## config.mk

```make
export PLATFORM = sky130hd
export DESIGN_NAME = ddr3_avl_pattern_tester
export DESIGN_NICKNAME = d
export VERILOG_FILES = /design/src/rtl/ddr3_test_pkg.sv /design/src/rtl/ddr3_rd_checker.sv /design/src/rtl/ddr3_avl_pattern_tester.sv
export SDC_FILE = /design/constraint.sdc
export NUM_CORES = 1
export LEC_CHECK = 0
export CORE_UTILIZATION = 47
export CTS_CLUSTER_DIAMETER = 150
export CTS_CLUSTER_SIZE = 25
export DETAILED_ROUTE_END_ITERATION = 8
export HOLD_SLACK_MARGIN = 0.1
export PLACE_DENSITY = 0.81
export SLEW_MARGIN = 20
export SYNTH_ARGS = -nofsm -noshare
export SYNTH_HDL_FRONTEND = slang
export SYNTH_SLANG_ARGS = --single-unit
```

## constraint.sdc

```tcl
create_clock -name clk -period 3.8 [get_ports clk]
set_input_delay 0.76 -clock clk [delete_from_list [all_inputs] [get_ports clk]]
set_output_delay 0.76 -clock clk [all_outputs]
set_load 0.02 [all_outputs]
```

## src/rtl/ddr3_test_pkg.sv

```systemverilog
// Shared types and helpers for the DDR3 Avalon pattern tester.
package ddr3_test_pkg;

  typedef enum logic [2:0] {
    S_IDLE,
    S_WAIT_CAL,
    S_WRITE,
    S_READ,
    S_DRAIN,
    S_DONE
  } state_e;

  localparam logic [15:0] ERR_SAT = 16'hFFFF;

  // Address-derived test word; callers replicate it across the data bus.
  function automatic logic [31:0] pattern(input logic [31:0] addr, input logic [31:0] seed);
    return seed ^ addr;
  endfunction

endpackage

```

## src/rtl/ddr3_rd_checker.sv

```systemverilog
// In-order read-return checker: tracks the return address, compares against the
// expected pattern and keeps a saturating error count plus the first failing address.
module ddr3_rd_checker
  import ddr3_test_pkg::*;
#(
  parameter int          ADDR_W = 24,
  parameter int          DATA_W = 64,
  parameter logic [31:0] SEED   = 32'hA5C3_1E0F
) (
  input  logic              clk,
  input  logic              reset_n,
  input  logic              clear,
  input  logic              valid_i,
  input  logic [DATA_W-1:0] rdata_i,
  output logic [15:0]       err_count_o,
  output logic [ADDR_W-1:0] first_err_addr_o
);

  logic [ADDR_W-1:0] ret_addr_q;
  logic [ADDR_W-1:0] first_err_q;
  logic [15:0]       err_q;
  logic              mismatch;

  assign mismatch = valid_i && (rdata_i != {(DATA_W/32){pattern(32'(ret_addr_q), SEED)}});

  always_ff @(posedge clk) begin
    if (!reset_n || clear) begin
      ret_addr_q  <= '0;
      first_err_q <= '0;
      err_q       <= '0;
    end else if (valid_i) begin
      ret_addr_q <= ret_addr_q + ADDR_W'(1);
      if (mismatch) begin
        if (err_q != ERR_SAT) err_q <= err_q + 16'd1;
        // err_q never returns to zero once set, so it doubles as a "seen" flag.
        if (err_q == '0) first_err_q <= ret_addr_q;
      end
    end
  end

  assign err_count_o      = err_q;
  assign first_err_addr_o = first_err_q;

endmodule

```

## src/rtl/ddr3_avl_pattern_tester.sv

```systemverilog
// Built-in DDR3 tester on the EMIF Avalon-MM port: write a pattern window,
// read it back with bounded outstanding reads, and report pass/fail stats.
module ddr3_avl_pattern_tester
  import ddr3_test_pkg::*;
#(
  parameter int          ADDR_W    = 24,
  parameter int          DATA_W    = 64,
  parameter int          NUM_WORDS = 1024,
  parameter logic [31:0] SEED      = 32'hA5C3_1E0F,
  parameter int          MAX_OUTST = 8
) (
  input  logic                clk,
  input  logic                reset_n,
  input  logic                start,
  input  logic                local_init_done,
  input  logic                local_cal_success,
  input  logic                local_cal_fail,
  input  logic                avl_ready,
  output logic [ADDR_W-1:0]   avl_addr,
  output logic                avl_write_req,
  output logic                avl_read_req,
  output logic [DATA_W-1:0]   avl_wdata,
  output logic [DATA_W/8-1:0] avl_be,
  output logic [2:0]          avl_size,
  input  logic [DATA_W-1:0]   avl_rdata,
  input  logic                avl_rdata_valid,
  output logic                busy,
  output logic                done,
  output logic                pass,
  output logic                cal_failed,
  output logic [15:0]         err_count,
  output logic [ADDR_W-1:0]   first_err_addr
);

  localparam int                CW        = $clog2(MAX_OUTST + 1);
  localparam logic [ADDR_W-1:0] LAST_ADDR = ADDR_W'(NUM_WORDS - 1);
  localparam logic [CW-1:0]     MAX_CNT   = CW'(MAX_OUTST);

  state_e            state_q, state_d;
  logic [ADDR_W-1:0] addr_q, addr_d;
  logic              wr_q, wr_d, rd_q, rd_d;
  logic [DATA_W-1:0] wdata_q, wdata_d;
  logic [CW-1:0]     outst_q, outst_d;
  logic              busy_q, busy_d, done_q, done_d;
  logic              pass_q, pass_d, cal_failed_q, cal_failed_d;
  logic              clear, wr_acc, rd_acc, ret_vld;

  assign wr_acc  = wr_q && avl_ready;
  assign rd_acc  = rd_q && avl_ready;
  // Returns with nothing outstanding are stray beats and must not move any counter.
  assign ret_vld = avl_rdata_valid && (outst_q != '0);
  assign outst_d = outst_q + CW'(rd_acc) - CW'(ret_vld);

  always_comb begin
    state_d      = state_q;
    addr_d       = addr_q;
    wr_d         = wr_q;
    rd_d         = rd_q;
    busy_d       = busy_q;
    done_d       = done_q;
    pass_d       = pass_q;
    cal_failed_d = cal_failed_q;
    clear        = 1'b0;
    case (state_q)
      S_IDLE, S_DONE: begin
        if (start) begin
          state_d      = S_WAIT_CAL;
          busy_d       = 1'b1;
          done_d       = 1'b0;
          pass_d       = 1'b0;
          cal_failed_d = 1'b0;
          clear        = 1'b1;
        end
      end
      S_WAIT_CAL: begin
        if (local_cal_fail) begin
          state_d      = S_DONE;
          busy_d       = 1'b0;
          done_d       = 1'b1;
          cal_failed_d = 1'b1;
        end else if (local_init_done && local_cal_success) begin
          state_d = S_WRITE;
          wr_d    = 1'b1;
          addr_d  = '0;
        end
      end
      S_WRITE: begin
        if (wr_acc) begin
          if (addr_q == LAST_ADDR) begin
            state_d = S_READ;
            wr_d    = 1'b0;
            addr_d  = '0;
            rd_d    = (outst_d < MAX_CNT);
          end else begin
            addr_d = addr_q + ADDR_W'(1);
          end
        end
      end
      S_READ: begin
        // A stalled request is held untouched; otherwise re-evaluate the throttle.
        if (rd_acc && (addr_q == LAST_ADDR)) begin
          state_d = S_DRAIN;
          rd_d    = 1'b0;
        end else if (rd_acc || !rd_q) begin
          if (rd_acc) addr_d = addr_q + ADDR_W'(1);
          rd_d = (outst_d < MAX_CNT);
        end
      end
      S_DRAIN: begin
        if (outst_q == '0) begin
          state_d = S_DONE;
          busy_d  = 1'b0;
          done_d  = 1'b1;
          pass_d  = (err_count == '0);
        end
      end
      default: state_d = S_IDLE;
    endcase
    wdata_d = wr_d ? {(DATA_W/32){pattern(32'(addr_d), SEED)}} : '0;
  end

  always_ff @(posedge clk) begin
    if (!reset_n) begin
      state_q      <= S_IDLE;
      addr_q       <= '0;
      wr_q         <= 1'b0;
      rd_q         <= 1'b0;
      wdata_q      <= '0;
      outst_q      <= '0;
      busy_q       <= 1'b0;
      done_q       <= 1'b0;
      pass_q       <= 1'b0;
      cal_failed_q <= 1'b0;
    end else begin
      state_q      <= state_d;
      addr_q       <= addr_d;
      wr_q         <= wr_d;
      rd_q         <= rd_d;
      wdata_q      <= wdata_d;
      outst_q      <= outst_d;
      busy_q       <= busy_d;
      done_q       <= done_d;
      pass_q       <= pass_d;
      cal_failed_q <= cal_failed_d;
    end
  end

  ddr3_rd_checker #(
    .ADDR_W (ADDR_W),
    .DATA_W (DATA_W),
    .SEED   (SEED)
  ) u_chk (
    .clk              (clk),
    .reset_n          (reset_n),
    .clear            (clear),
    .valid_i          (ret_vld),
    .rdata_i          (avl_rdata),
    .err_count_o      (err_count),
    .first_err_addr_o (first_err_addr)
  );

  assign avl_addr      = addr_q;
  assign avl_write_req = wr_q;
  assign avl_read_req  = rd_q;
  assign avl_wdata     = wdata_q;
  assign avl_be        = '1;
  assign avl_size      = 3'd1;
  assign busy          = busy_q;
  assign done          = done_q;
  assign pass          = pass_q;
  assign cal_failed    = cal_failed_q;

endmodule

```

==> out/qor.csv <==
stage,metric,value,unit
floorplan,die-area,15300,sq um
synth,ys_seq_area_share,36.2,%
global_routing,grt-ovfl-total,0,
global_routing,grt_usage,26.8,%
power_and_ir_drop,power_density,434,nW/um^2
worst_setup_path,crit_required,4.11,ns
power_and_ir_drop,ir_worst_vdd,429,uV
worst_hold_path,worst_hold_path_type,reg -> reg,
global_routing,grt_pass1_vias,6317,
synth,synth_seq_cells,126,
synth,synthCells,846,
sta,min_period,2.78,ns
power_and_ir_drop,p_leak,0.00323,uW
clocking,cts_made_buffers,17,
route,routed_wirelength,20500,microns
power_and_ir_drop,power.internal,2800,uW
floorplan,coreArea,14500,sq um
synth,synth_area,6960,sq um
sta,skew,0.00744,ns
floorplan,die_y,124,microns
synth,ys_top_cells_by_count,"dfxtp_1 (126), nor2_1 (84), a21oi_1 (63)",
sta,rsz0062_at_grt,false,
synth,synth_top_area_share,36.2,%
synth,ys_types,71,
worst_setup_path,worstPathCellList,ha_1 > and3_1 > and4_1 > a21oi_2 > o21ai_1 > o21ai_0 > and3_1,
synth,yosysTopAreaCell,dfxtp_1,
synth,yosysWarnings,0,
layout,stdcell_count,1184,
route,dr.pass1.iters,5,
placed_design,dpl.hpwl,14700,microns
worst_setup_path,path_max_fanout,12,
worst_setup_path,arrival,3.09,ns
placed_design,place_inst,1152,
clocking,clkTransAtPathRegs,0.05,ns
sta,tightest_slew,0.965,ns
floorplan,initial_core_util,48.1,%
synth,synth_area_leaders,"dfxtp_1 (36%), buf_4 (5.7%), nand4_1 (5.2%)",
worst_setup_path,slowest_stage,o21ai_1,
layout,syn_to_final_growth,33.2,%
power_and_ir_drop,combPwrFrac,22.3,%
route,drc,0,
synth,ys.flop_type,dfxtp_1,
sta,setup_violations,0,
worst_setup_path,critPathKind,reg -> reg,
worst_setup_path,crit_path_max_incr_delay,0.77,ns
worst_setup_path,cp_top_family,compound AO/OA/AOI/OAI gates,
placed_design,port_buffers,197,
placed_design,routabilityCongestion,0.935,
clocking,h-tree-depth,4,
floorplan,ios,217,
clocking,cts_sinks,126,
synth,synth-edff-count,0,
layout,drive_gt1_share,5.60,%
route,drtAntennaViolNets,0,
clocking,hold_buffers,0,
synth,yosysMostFrequentCell,dfxtp_1,
sta,holdWs,0.470,ns
sta,finalHoldViolCount,0,
sta,fin_setup_tns,0,ns
clocking,cts_resized,0,
worst_setup_path,start_kind,register,
worst_setup_path,cp-end-kind,register,
power_and_ir_drop,seqPwrFrac,36.3,%
sta,max_clock_freq,360,MHz
layout,antenna_cells,0,
worst_setup_path,path_common_cell,and3_1,
power_and_ir_drop,sw_frac_of_total,30.4,%
sta,drv_slew,0,
route,vias,6982,
floorplan,row_count,44,
synth,syn_avg_cell_area,8.23,sq um
sta,slew_headroom,35.3,%
power_and_ir_drop,switching_power,1220,uW
power_and_ir_drop,power.share.clock,41.4,%
clocking,tritoncts,yes,
layout,design_area,9270,sq um
clocking,cts_buffer_depth,2,
route,avgViaCountPerCell,5.90,
sta,finalCritPeriodShare,73.2,%
job,drv_cap,0,
status,status,"complete, no violations",
synth,synthArstFlopShare,0,%
clocking,post-cts-setup-buffer-count,0,
clocking,cts_root_buf,clkbuf_16,
route,wl_per_cell,17.3,microns
worst_setup_path,crit_buf_inv,0,
clocking,clk_latency,0.42,ns
route,drtIter0Drc,712,
global_routing,antenna_found_initial,0,
floorplan,fp.dieW,124,microns
global_routing,grt_max_degree,46,
placed_design,place_area,8670,sq um
layout,fin_nets,1069,
layout,fin_util,64.0,%
worst_setup_path,ff2ff_setup_slack,1.02,ns
global_routing,grt_first_pass_wirelength,31900,microns
[layout make-up]
class | instances | area (sq um)
Multi-Input combinational cell | 619 | 3800
Sequential cell | 126 | 2520
Clock buffer | 23 | 468
Timing Repair Buffer | 205 | 2040
Inverter | 18 | 67.6
Tap cell | 184 | 230
Fill cell | 1231 | 5210
Clock inverter | 9 | 134
[worst paths after layout]
check | endpoint | startpoint | cells past startpoint
min reg2reg | u_chk.first_err_addr_o[16] | u_chk.first_err_addr_o[16] | 2
min | u_chk.first_err_addr_o[16] | u_chk.first_err_addr_o[16] | 2
max | avl_wdata[48] | avl_addr[0] | 7
max reg2reg | avl_wdata[48] | avl_addr[0] | 7
[sequential cells by signal (all words and copies together) (netlist names), named ones only]
| signal | cells |
|---|---|
| avl_wdata | 25 |
| u_chk.err_count_o | 16 |
| done | 1 |
| cal_failed | 1 |
| state_q | 3 |
| pass | 1 |
| avl_write_req | 1 |
| busy | 1 |
| outst_q | 4 |
| u_chk.first_err_addr_o | 24 |
| avl_read_req | 1 |
| avl_addr | 16 |
| u_chk.ret_addr_q | 24 |
[worst min-delay path, delay by kind of cell (launching register included)]
kind | cells | cell delay [ns]
AO/OA/AOI/OAI | 2 | 0.13
flip-flops | 1 | 0.30
[routing by layer]
layer	wire, microns	GRT usage [%]	up-vias
met5	0	0	-
met4	420	10.3	0
met3	1590	5.49	39
met2	9580	43.1	343
met1	8910	35.2	3286
li1	-	-	3314
[stage by stage]
step           power (uW)  worst slack, ns
4_1_cts              4030             1.02
3_5_place_dp         2370            0.663
5_1_grt              4190            0.770
6_report             4020             1.02
2_1_floorplan        2070             1.10
3_3_place_gp         2360            0.742
[cell usage in the layout (no fill, tap or decap), types with 7 or more instances in the layout]
master and n:
o21ai_0 42, a31oi_1 9, inv_1 15, a21oi_1 63, or3_1 13, xor2_1 30, nand2_1 49, nand3_1 19
dfxtp_1 126, xnor2_1 24, o22ai_1 8, nand4_1 58, nor2_1 84, clkdlybuf4s50_1 197, nor4_1 14, buf_4 7
and4_1 9, ha_1 9, o31ai_1 10, and2_1 16, and3_1 22, nor3_1 14, clkbuf_16 17, conb_1 19
or4_1 11
[power groups by stage]
stage | sequential, uW | combinational (uW) | clock (uW)
detailed placement | 1480 | 884 | 0
floorplan | 1480 | 588 | 0
global route | 1470 | 990 | 1730
CTS | 1460 | 895 | 1680
finish | 1460 | 899 | 1660
global placement | 1490 | 871 | 0
[cell families after synthesis]
kind of cell	share of synthesized area, %
other	0.108
multiplexers	0.432
XOR/XNOR	6.80
buffers and inverters	10.2
flip-flops	36.2
AO/OA/AOI/OAI	16.5
AND/OR/NAND/NOR	27.9
adder cells (fa/ha/maj)	1.91
No activity file was read; power rests on OpenSTA's default activity.
